==> src/rtl/argmax_classifier.sv <==
// Argmax output stage: collects NUM_CLASSES serial scores, reports the winning
// class and its score on a valid/ready handshake, and buffers the score vector.
module argmax_classifier #(
  parameter int DATA_WIDTH  = 16,
  parameter int NUM_CLASSES = 10,
  parameter int IDX_WIDTH   = 4
) (
  input  logic                  clk,
  input  logic                  rst_n,
  input  logic [DATA_WIDTH-1:0] score_in,
  input  logic                  score_valid,
  output logic [IDX_WIDTH-1:0]  class_out,
  output logic [DATA_WIDTH-1:0] max_score,
  output logic                  result_valid,
  input  logic                  result_ready,
  output logic                  busy,
  output logic                  drop_err,
  input  logic [7:0]            rd_addr,
  output logic [DATA_WIDTH-1:0] rd_data
);

  localparam int DEPTH = 1 << IDX_WIDTH;
  localparam logic [IDX_WIDTH-1:0] LAST_IDX = IDX_WIDTH'(NUM_CLASSES - 1);
  localparam logic [8:0] NUM_CLASSES_W = 9'(NUM_CLASSES);

  typedef enum logic {
    COLLECT = 1'b0,
    HOLD    = 1'b1
  } state_e;

  state_e                state_q, state_d;
  logic [IDX_WIDTH-1:0]  cnt_q, cnt_d;
  logic [DATA_WIDTH-1:0] run_max_q, run_max_d;
  logic [IDX_WIDTH-1:0]  run_idx_q, run_idx_d;
  logic [IDX_WIDTH-1:0]  class_q, class_d;
  logic [DATA_WIDTH-1:0] max_q, max_d;
  logic                  drop_err_q, drop_err_d;
  logic [DATA_WIDTH-1:0] rd_data_q;
  logic                  wr_en;
  logic [DATA_WIDTH-1:0] upd_max;
  logic [IDX_WIDTH-1:0]  upd_idx;

  logic [DATA_WIDTH-1:0] mem_q [DEPTH];

  // Running max including the current score; the first score of a set always wins.
  always_comb begin
    upd_max = run_max_q;
    upd_idx = run_idx_q;
    if (cnt_q == '0 || score_in > run_max_q) begin
      upd_max = score_in;
      upd_idx = cnt_q;
    end
  end

  // NOTE: every always_comb output gets a default first so no path infers a latch.
  always_comb begin
    state_d    = state_q;
    cnt_d      = cnt_q;
    run_max_d  = run_max_q;
    run_idx_d  = run_idx_q;
    class_d    = class_q;
    max_d      = max_q;
    drop_err_d = drop_err_q;
    wr_en      = 1'b0;

    unique case (state_q)
      COLLECT: begin
        if (score_valid) begin
          wr_en     = 1'b1;
          run_max_d = upd_max;
          run_idx_d = upd_idx;
          if (cnt_q == LAST_IDX) begin
            cnt_d   = '0;
            class_d = upd_idx;
            max_d   = upd_max;
            state_d = HOLD;
          end else begin
            cnt_d = cnt_q + 1'b1;
          end
        end
      end
      HOLD: begin
        if (score_valid) drop_err_d = 1'b1;
        if (result_ready) state_d = COLLECT;
      end
      default: state_d = COLLECT;
    endcase
  end

  // NOTE: sequential state uses non-blocking assignments so all registers update together.
  always_ff @(posedge clk) begin
    if (!rst_n) begin
      state_q    <= COLLECT;
      cnt_q      <= '0;
      run_max_q  <= '0;
      run_idx_q  <= '0;
      class_q    <= '0;
      max_q      <= '0;
      drop_err_q <= 1'b0;
    end else begin
      state_q    <= state_d;
      cnt_q      <= cnt_d;
      run_max_q  <= run_max_d;
      run_idx_q  <= run_idx_d;
      class_q    <= class_d;
      max_q      <= max_d;
      drop_err_q <= drop_err_d;
    end
  end

  // NOTE: the score buffer has no reset; its contents are only meaningful once written.
  always_ff @(posedge clk) begin
    if (rst_n && wr_en) mem_q[cnt_q] <= score_in;
  end

  // Read sees the pre-write contents when addresses collide in the same cycle.
  always_ff @(posedge clk) begin
    if (!rst_n) begin
      rd_data_q <= '0;
    end else if ({1'b0, rd_addr} < NUM_CLASSES_W) begin
      rd_data_q <= mem_q[IDX_WIDTH'(rd_addr)];
    end else begin
      rd_data_q <= '0;
    end
  end

  assign class_out    = class_q;
  assign max_score    = max_q;
  assign result_valid = (state_q == HOLD);
  assign busy         = (state_q == COLLECT) && (cnt_q != '0);
  assign drop_err     = drop_err_q;
  assign rd_data      = rd_data_q;

endmodule

==> config.mk <==
export PLATFORM = sky130hd
export DESIGN_NAME = argmax_classifier
export DESIGN_NICKNAME = d
export VERILOG_FILES = /design/src/rtl/argmax_classifier.sv
export SDC_FILE = /design/constraint.sdc
export NUM_CORES = 1
export LEC_CHECK = 0
export ABC_AREA = 1
export CELL_PAD_IN_SITES_DETAIL_PLACEMENT = 1
export CELL_PAD_IN_SITES_GLOBAL_PLACEMENT = 1
export CORE_UTILIZATION = 41
export CTS_CLUSTER_SIZE = 10
export DETAILED_ROUTE_END_ITERATION = 6
export PLACE_DENSITY_LB_ADDON = 0.2
export SETUP_SLACK_MARGIN = 0.02
export SLEW_MARGIN = 20
export SYNTH_ARGS = -nofsm -noshare
export SYNTH_HDL_FRONTEND = slang
export SYNTH_SLANG_ARGS = --single-unit
==> constraint.sdc <==
create_clock -name clk -period 2.1 [get_ports clk]
set_input_delay 0.42 -clock clk [delete_from_list [all_inputs] [get_ports clk]]
set_output_delay 0.42 -clock clk [all_outputs]
set_load 0.01 [all_outputs]
==> results.md, run 1 <==
- TritonCTS buffer count: 26
- Critical Path RT: 2.52 ns
- Syn Std Cell Area: 9205 µm²
- Outcome: complete, no violations
- R2R depth: 12
- Comb power frac: 8.9%
- WHS: 0.4719 ns
- Clk Latency, worst-skew pair: 0.53 ns
- Cell-internal power: 7489 µW
- Detailed Route Iter0 Violations: 348
- Vias/cell: 5.401
- Die area: 23,050 µm²
- Post-DP HPWL: 16,310 µm
- Crit path time final: 2.061 ns
- Area taken by multi-input logic gates: 2783 µm²
- Fmax: 485.3 MHz
- Leak Pwr: 0.004323 µW
- Flops & latches, synth: 222
- Critical path type: in -> reg
- Clock power frac: 42.0%
- Vias in the first global route: 6,887
- Total number of vias: 6,795
- Post-synthesis cell type count: 30
- H-Tree Depth: 1
- Final WL: 26,310 µm
- TritonRoute pass-1 iters: 4
- Final setup fails: 0
- Diodes inserted: 0
- Ports: 67
- Hold WC Path Type: in -> reg
- Hold buffers post-CTS: 0
- Pin count of the biggest net entering global routing: 59
- Layout Nets: 1,003
- Final ANT Viol Nets: 0
- Setup repair after global routing missed its margin: yes
- Syn. warnings: 0
- Slew headroom: 69.16%
- Switching Fraction: 23.36%
- Post-synthesis area per instance: 10.70 µm²
- Die Span Y: 151.8 µm
- Critical Path Source Type: input pin
- Core Util, Final: 52.62%
- PD cells: 848.4 nW/µm²
- CTS clock-pin slew for the worst setup and hold paths: 0.06 ns
- Slew @ Worst Pin: 0.4615 ns
- Setup crit end: max_score[1]$_SDFFE_PN0P_
- Max clock buf depth: 3
- Worst reg2reg path startpoint: run_max_q[8]$_SDFFE_PN0P_
- Crit Path Max Fanout: 11
- CTS root buf: clkbuf_16
- Initial Util: 42.05%
- Setup TNS Final: 0 ns
- Area grow syn2layout: 25.13%
- TritonCTS clock tree: yes
- First-pass GRT wire length: 40,540 µm
- Share of layout cells above drive strength 1: 13.50%
- Critical Path End Type: flop
- Wire per inst: 20.91 µm
- Worst R2R End: max_score[1]$_SDFFE_PN0P_
- Flop2flop setup slack: 0.09 ns
- Crit path DAT: 2.48 ns
- Max-slew violation count: 0
- Num Clock Sinks: 222
- FF+latch area: 6051 µm²
- IO buf count: 66
- Post-Synthesis Cells: 860
- Fill cells: 2,366
- NetSw: 2283 µW
- Cell Rows: 54
- Initial antenna violation count: 0
- Tcrit/Tclk final: 98.13%
- Sequential group share of total power: 49.0%
- RePlAce Congestion: 0.7446
- DRC viols: 0
- CP Launch Point: score_in[10]
- Peak supply drop: 0.4674 mV
- Seq/Total Area, Yosys: 65.68%
- All-Layer GR Usage: 22.80%
- Fin. Hold Viols: 0
- Setup Skew: 0.009982 ns
- Remaining Overflow, GRT: 0
- Syn_nets: 904
- MaxCap Viol Count: 0
- Core area: 21,890 µm²
- Die X: 151.8 µm
[repair_timing]
action / CTS / global route
pin swaps: 0 / 3
endpoints found under the setup margin: 1 / 40
resized for setup: 3 / 31
buffers inserted: 0 / 0
[per-stage QoR]
step / std cells / instance area, µm² / setup WS [ns] / total power [µW]
6_report: 1258 / 11520 / 0.03927 / 9772
5_1_grt: 1258 / 11520 / -0.05215 / 10090
4_1_cts: 1258 / 11390 / 0.05957 / 9800
3_5_place_dp: 1211 / 10630 / -0.4525 / 5707
3_3_place_gp: 1211 / 10630 / -0.4031 / 5683
2_1_floorplan: 860 / 9210 / -0.04785 / 5328
[cell usage after synthesis, drive strengths merged]
cell type	count	area share, %
a21o	1	0.082
a21oi	88	4.8
a221o	16	1.7
a31oi	1	0.068
buf	28	1.6
clkbuf	24	0.98
dfxtp	62	13
edfxtp	160	52
ha	16	2.2
inv	69	2.8
nand2	133	5.8
nand3	68	3.8
nand4	1	0.068
nor2	102	4.2
nor3	3	0.22
o21a	20	1.6
o21ai	50	2.7
o221ai	16	1.5
o22ai	1	0.068
xor2	1	0.095
[cell families (layout without fill, tap and decap cells)]
kind of cell / Yosys count / in the layout / synth area share [%]
buf+inv: 121 / 239 / 5.383
fa+ha+maj: 16 / 16 / 2.175
compound gates: 193 / 193 / 12.61
flops: 222 / 222 / 65.68
simple gates: 307 / 307 / 14.05
xor+xnor: 1 / 1 / 0.09516
[placed cells by master, fill, tap and decap left out, drive strengths merged]
cell type / netlist / layout
nor3: 3 / 3
inv: 69 / 69
xor2: 1 / 1
dlygate4sd2: 0 / 1
o22ai: 1 / 1
dlymetal6s2s: 0 / 3
o21a: 20 / 20
a21o: 1 / 1
nand3: 68 / 68
a31oi: 1 / 1
a221o: 16 / 16
a21oi: 88 / 88
ha: 16 / 16
edfxtp: 160 / 160
dfxtp: 62 / 62
clkbuf: 24 / 46
clkinv: 0 / 1
nand4: 1 / 1
clkdlybuf4s50: 0 / 61
buf: 28 / 58
nor2: 102 / 102
o221ai: 16 / 16
nand2: 133 / 133
o21ai: 50 / 50
[worst max-delay path: stages]
cell	delay, ns
clkdlybuf4s50_1	0.53
ha_4	0.33
nand4_1	0.16
nor3_2	0.27
nand2_1	0.11
nand2_2	0.10
nand2_4	0.09
buf_8	0.16
nand3_1	0.09
nand3_1	0.11
nand2_1	0.07
inv_1	0.04
[power by group through the flow]
stage	Combinational, µW	Sequential [µW]	Clock [µW]
2_1_floorplan	452	4880	0
3_3_place_gp	805	4880	0
3_5_place_dp	826	4880	0
4_1_cts	834	4790	4180
5_1_grt	958	4800	4340
6_report	874	4790	4110
[layout make-up]
cell class              instances  area share, %
repair buffers                123          11.41
well taps                     280          3.042
clock buffers                  46          6.572
inverters                      69          2.249
flip-flops and latches        222          52.53
multi-input cells             517          24.16
clock inverters                 1        0.04345
[flip-flops by register name (all words and copies together), names as in the netlist]
register and count:
class_out 4, cnt_q 4, drop_err 1, max_score 16
mem_q 160, rd_data 16, result_valid 1, run_idx_q 4
run_max_q 16
[metal layers]
metal	GRT usage (%)	wire length, µm
met5	0	0
met4	5.190	387
met3	2.710	1154
met2	37.19	12470
met1	32.56	12290
[worst min-delay path by stage]
stage	from	slack, ns	end	cells after the start
floorplan	cnt_q[3]$_SDFFE_PN0P_	0.47	cnt_q[3]$_SDFFE_PN0P_	1
global placement	drop_err$_SDFFE_PN0P_	0.45	drop_err$_SDFFE_PN0P_	2
CTS	result_ready	0.45	result_valid$_SDFF_PN0_	2
global route	score_in[15]	0.49	mem_q[3][15]$_DFFE_PP_	2
detailed placement	drop_err$_SDFFE_PN0P_	0.50	drop_err$_SDFFE_PN0P_	2
finish	result_ready	0.47	result_valid$_SDFF_PN0_	2
Power figures use the tool's default switching activity.
==> run 2: changes to the inputs <==
==> constraint.sdc (replaced) <==
create_clock -name clk -period 1.7 [get_ports clk]
set_input_delay 0.34 -clock clk [delete_from_list [all_inputs] [get_ports clk]]
set_output_delay 0.34 -clock clk [all_outputs]
set_load 0.01 [all_outputs]
==> run 2 against run 1 <==
The flow now finishes with violations (setup timing). Worst setup slack got worse by 0.45 ns. Critical path depth unchanged. Via count rose by 4.9%. Routed wire length increased by 9.0%. Final cell count rose by 3.5%.
==> results.md, run 2 (same netlist as run 1, synthesis figures left out) <==
- Outcome: finished with violations
- Violated checks: setup timing
- Num Clock Sinks: 222
- Metal1 wirelength: 11,930 µm
- Ports: 67
- Clk Latency, worst-skew pair: 0.53 ns
- Die X: 151.8 µm
- All-Layer GR Usage: 25.05%
- Fill cells: 2,325
- Max reg flops: 160
- Most frequent cells in the layout: 160 x edfxtp_1, 108 x nand2_1, 87 x a21oi_1, 86 x nor2_1, 76 x buf_4
- Critical Path Source Type: flop
- Hold WC Path Type: in -> reg
- Max clock buf depth: 3
- Remaining Overflow, GRT: 0
- Pwr Total: 12,430 µW
- First-pass GRT wire length: 44,620 µm
- Crit path time final: 2.106 ns
- TritonCTS buffer count: 26
- Post-DP HPWL: 17,310 µm
- H-Tree Depth: 1
- Final WL: 28,680 µm
- Met3 wire length: 1487 µm
- PD cells: 1018 nW/µm²
- Initial antenna violation count: 0
- Fmax: 474.9 MHz
- Wire per inst: 22.03 µm
- Die Span Y: 151.8 µm
- Vias/cell: 5.476
- Pin count of the biggest net entering global routing: 41
- Tcrit/Tclk final: 123.9%
- Diodes inserted: 0
- Core Util, Final: 55.78%
- WHS: 0.4192 ns
- Max-slew violation count: 0
- RePlAce Congestion: 0.7879
- Critical path's largest stage delay: 0.35 ns
- CTS root buf: clkbuf_16
- Die area: 23,050 µm²
- MaxCap Viol Count: 0
- Critical path type: reg -> reg
- Area grow syn2layout: 32.65%
- Setup Skew: 0.01657 ns
- Initial Util: 42.05%
- Peak supply drop: 0.5586 mV
- CTS clock-pin slew for the worst setup and hold paths: 0.06 ns
- Vias in the first global route: 7,884
- Hold buffers post-CTS: 0
- Cell Rows: 54
- Final setup fails: 40
- Critical Path End Type: flop
- DR top layer: met4
- TritonRoute pass-1 iters: 5
- Setup repair after global routing missed its margin: yes
- Setup WS post-layout: -0.4059 ns
- Core area: 21,890 µm²
- Critical Path RT: 2.13 ns
- DRC viols: 0
- Fin. Hold Viols: 0
- Final ANT Viol Nets: 0
- Crit path DAT: 2.53 ns
- Metal2 WL: 14,500 µm
- Slew headroom: 75.32%
- Commonest non-fill, non-tap cell in the layout: edfxtp_1
- TritonCTS clock tree: yes
- Worst slack, placed: -0.8584 ns
- Dpl cell area: 11,060 µm²
- IO buf count: 66
- Slowest-stage cell, CP: dfxtp_2
- Detailed Route Iter0 Violations: 451
- Crit Path Max Fanout: 10
- Leak Pwr: 0.004757 µW
- Share of layout cells above drive strength 1: 23.39%
- Final Instance Area: 12,210 µm²
- Layout Nets: 1,046
- Critical-path cell list: inv_4 -> ha_4 -> nand4_1 -> nor3_2 -> nand2_1 -> nand2_2 -> nand2_8 -> buf_16 -> nand3_1 -> nand3_1 -> nand2_1 -> inv_1
- Total number of vias: 7,130
- Largest reg by FF count: mem_q
- Slew @ Worst Pin: 0.3692 ns
[run 2: changes by cell type in the layout (fill, tap and decap cells not counted), sizes merged]
| cell | before | now |
|---|---|---|
| buf | 58 | 101 |
| dlygate4sd2 | 1 | 38 |
| clkdlybuf4s50 | 61 | 26 |
| dlymetal6s2s | 3 | 0 |
| clkbuf | 46 | 47 |
| nand2 | 133 | 134 |
[run 2: power breakdown]
group	switching, µW	internal [µW]	leakage [µW]	total [µW]
Combinational	829	562	0.00244	1390
Sequential	45.7	5890	0.00195	5930
Clock	2120	2990	0.000366	5110
[run 2: what timing repair did]
action | in CTS | in global routing
setup endpoints to repair | 79 | 45
pin swaps | 16 | 16
cloned | 3 | 0
setup buffers | 6 | 1
gates resized for setup | 100 | 18
[run 2: cell type report]
class | instances | area, µm² | area share (%)
Multi-Input combinational cell | 518 | 3112 | 25.48
Inverter | 69 | 269.0 | 2.203
Timing Repair Buffer | 165 | 1649 | 13.51
Sequential cell | 222 | 6065 | 49.67
Clock buffer | 47 | 760.7 | 6.230
Clock inverter | 1 | 5.005 | 0.04099
Tap cell | 280 | 350.3 | 2.869
[run 2: path summary, 6_finish.rpt]
| check | start | end | slack [ns] | cells after the start |
|---|---|---|---|---|
| worst max-delay path | run_max_q[8]$_SDFFE_PN0P_ | run_max_q[7]$_SDFFE_PN0P_ | -0.41 | 12 |
| worst min-delay path | result_ready | result_valid$_SDFF_PN0_ | 0.42 | 2 |
| worst max register to register | run_max_q[8]$_SDFFE_PN0P_ | run_max_q[7]$_SDFFE_PN0P_ | -0.41 | 12 |
| worst min register to register | cnt_q[3]$_SDFFE_PN0P_ | cnt_q[3]$_SDFFE_PN0P_ | 0.47 | 1 |
[run 2: per-layer routing]
metal,GRT usage (%),vias up
li1,-,3298
met1,31.69,3557
met2,43.81,224
met3,3.451,51
met4,8.762,0
met5,0,-
[run 2: worst max-delay path, delay by kind of cell (launching register included)]
family / cells / cell delay [ns]
adder cells (fa/ha/maj): 1 / 0.28
buffers and inverters: 3 / 0.28
flip-flops: 1 / 0.35
AND/OR/NAND/NOR: 8 / 1.08
[run 2: through the flow]
step,setup TNS (ns),std cells
6_report,-14.58,1302
5_1_grt,-20.17,1302
4_1_cts,-17.30,1301
3_5_place_dp,-83.27,1244
3_3_place_gp,-70.35,1244
2_1_floorplan,-3.253,860
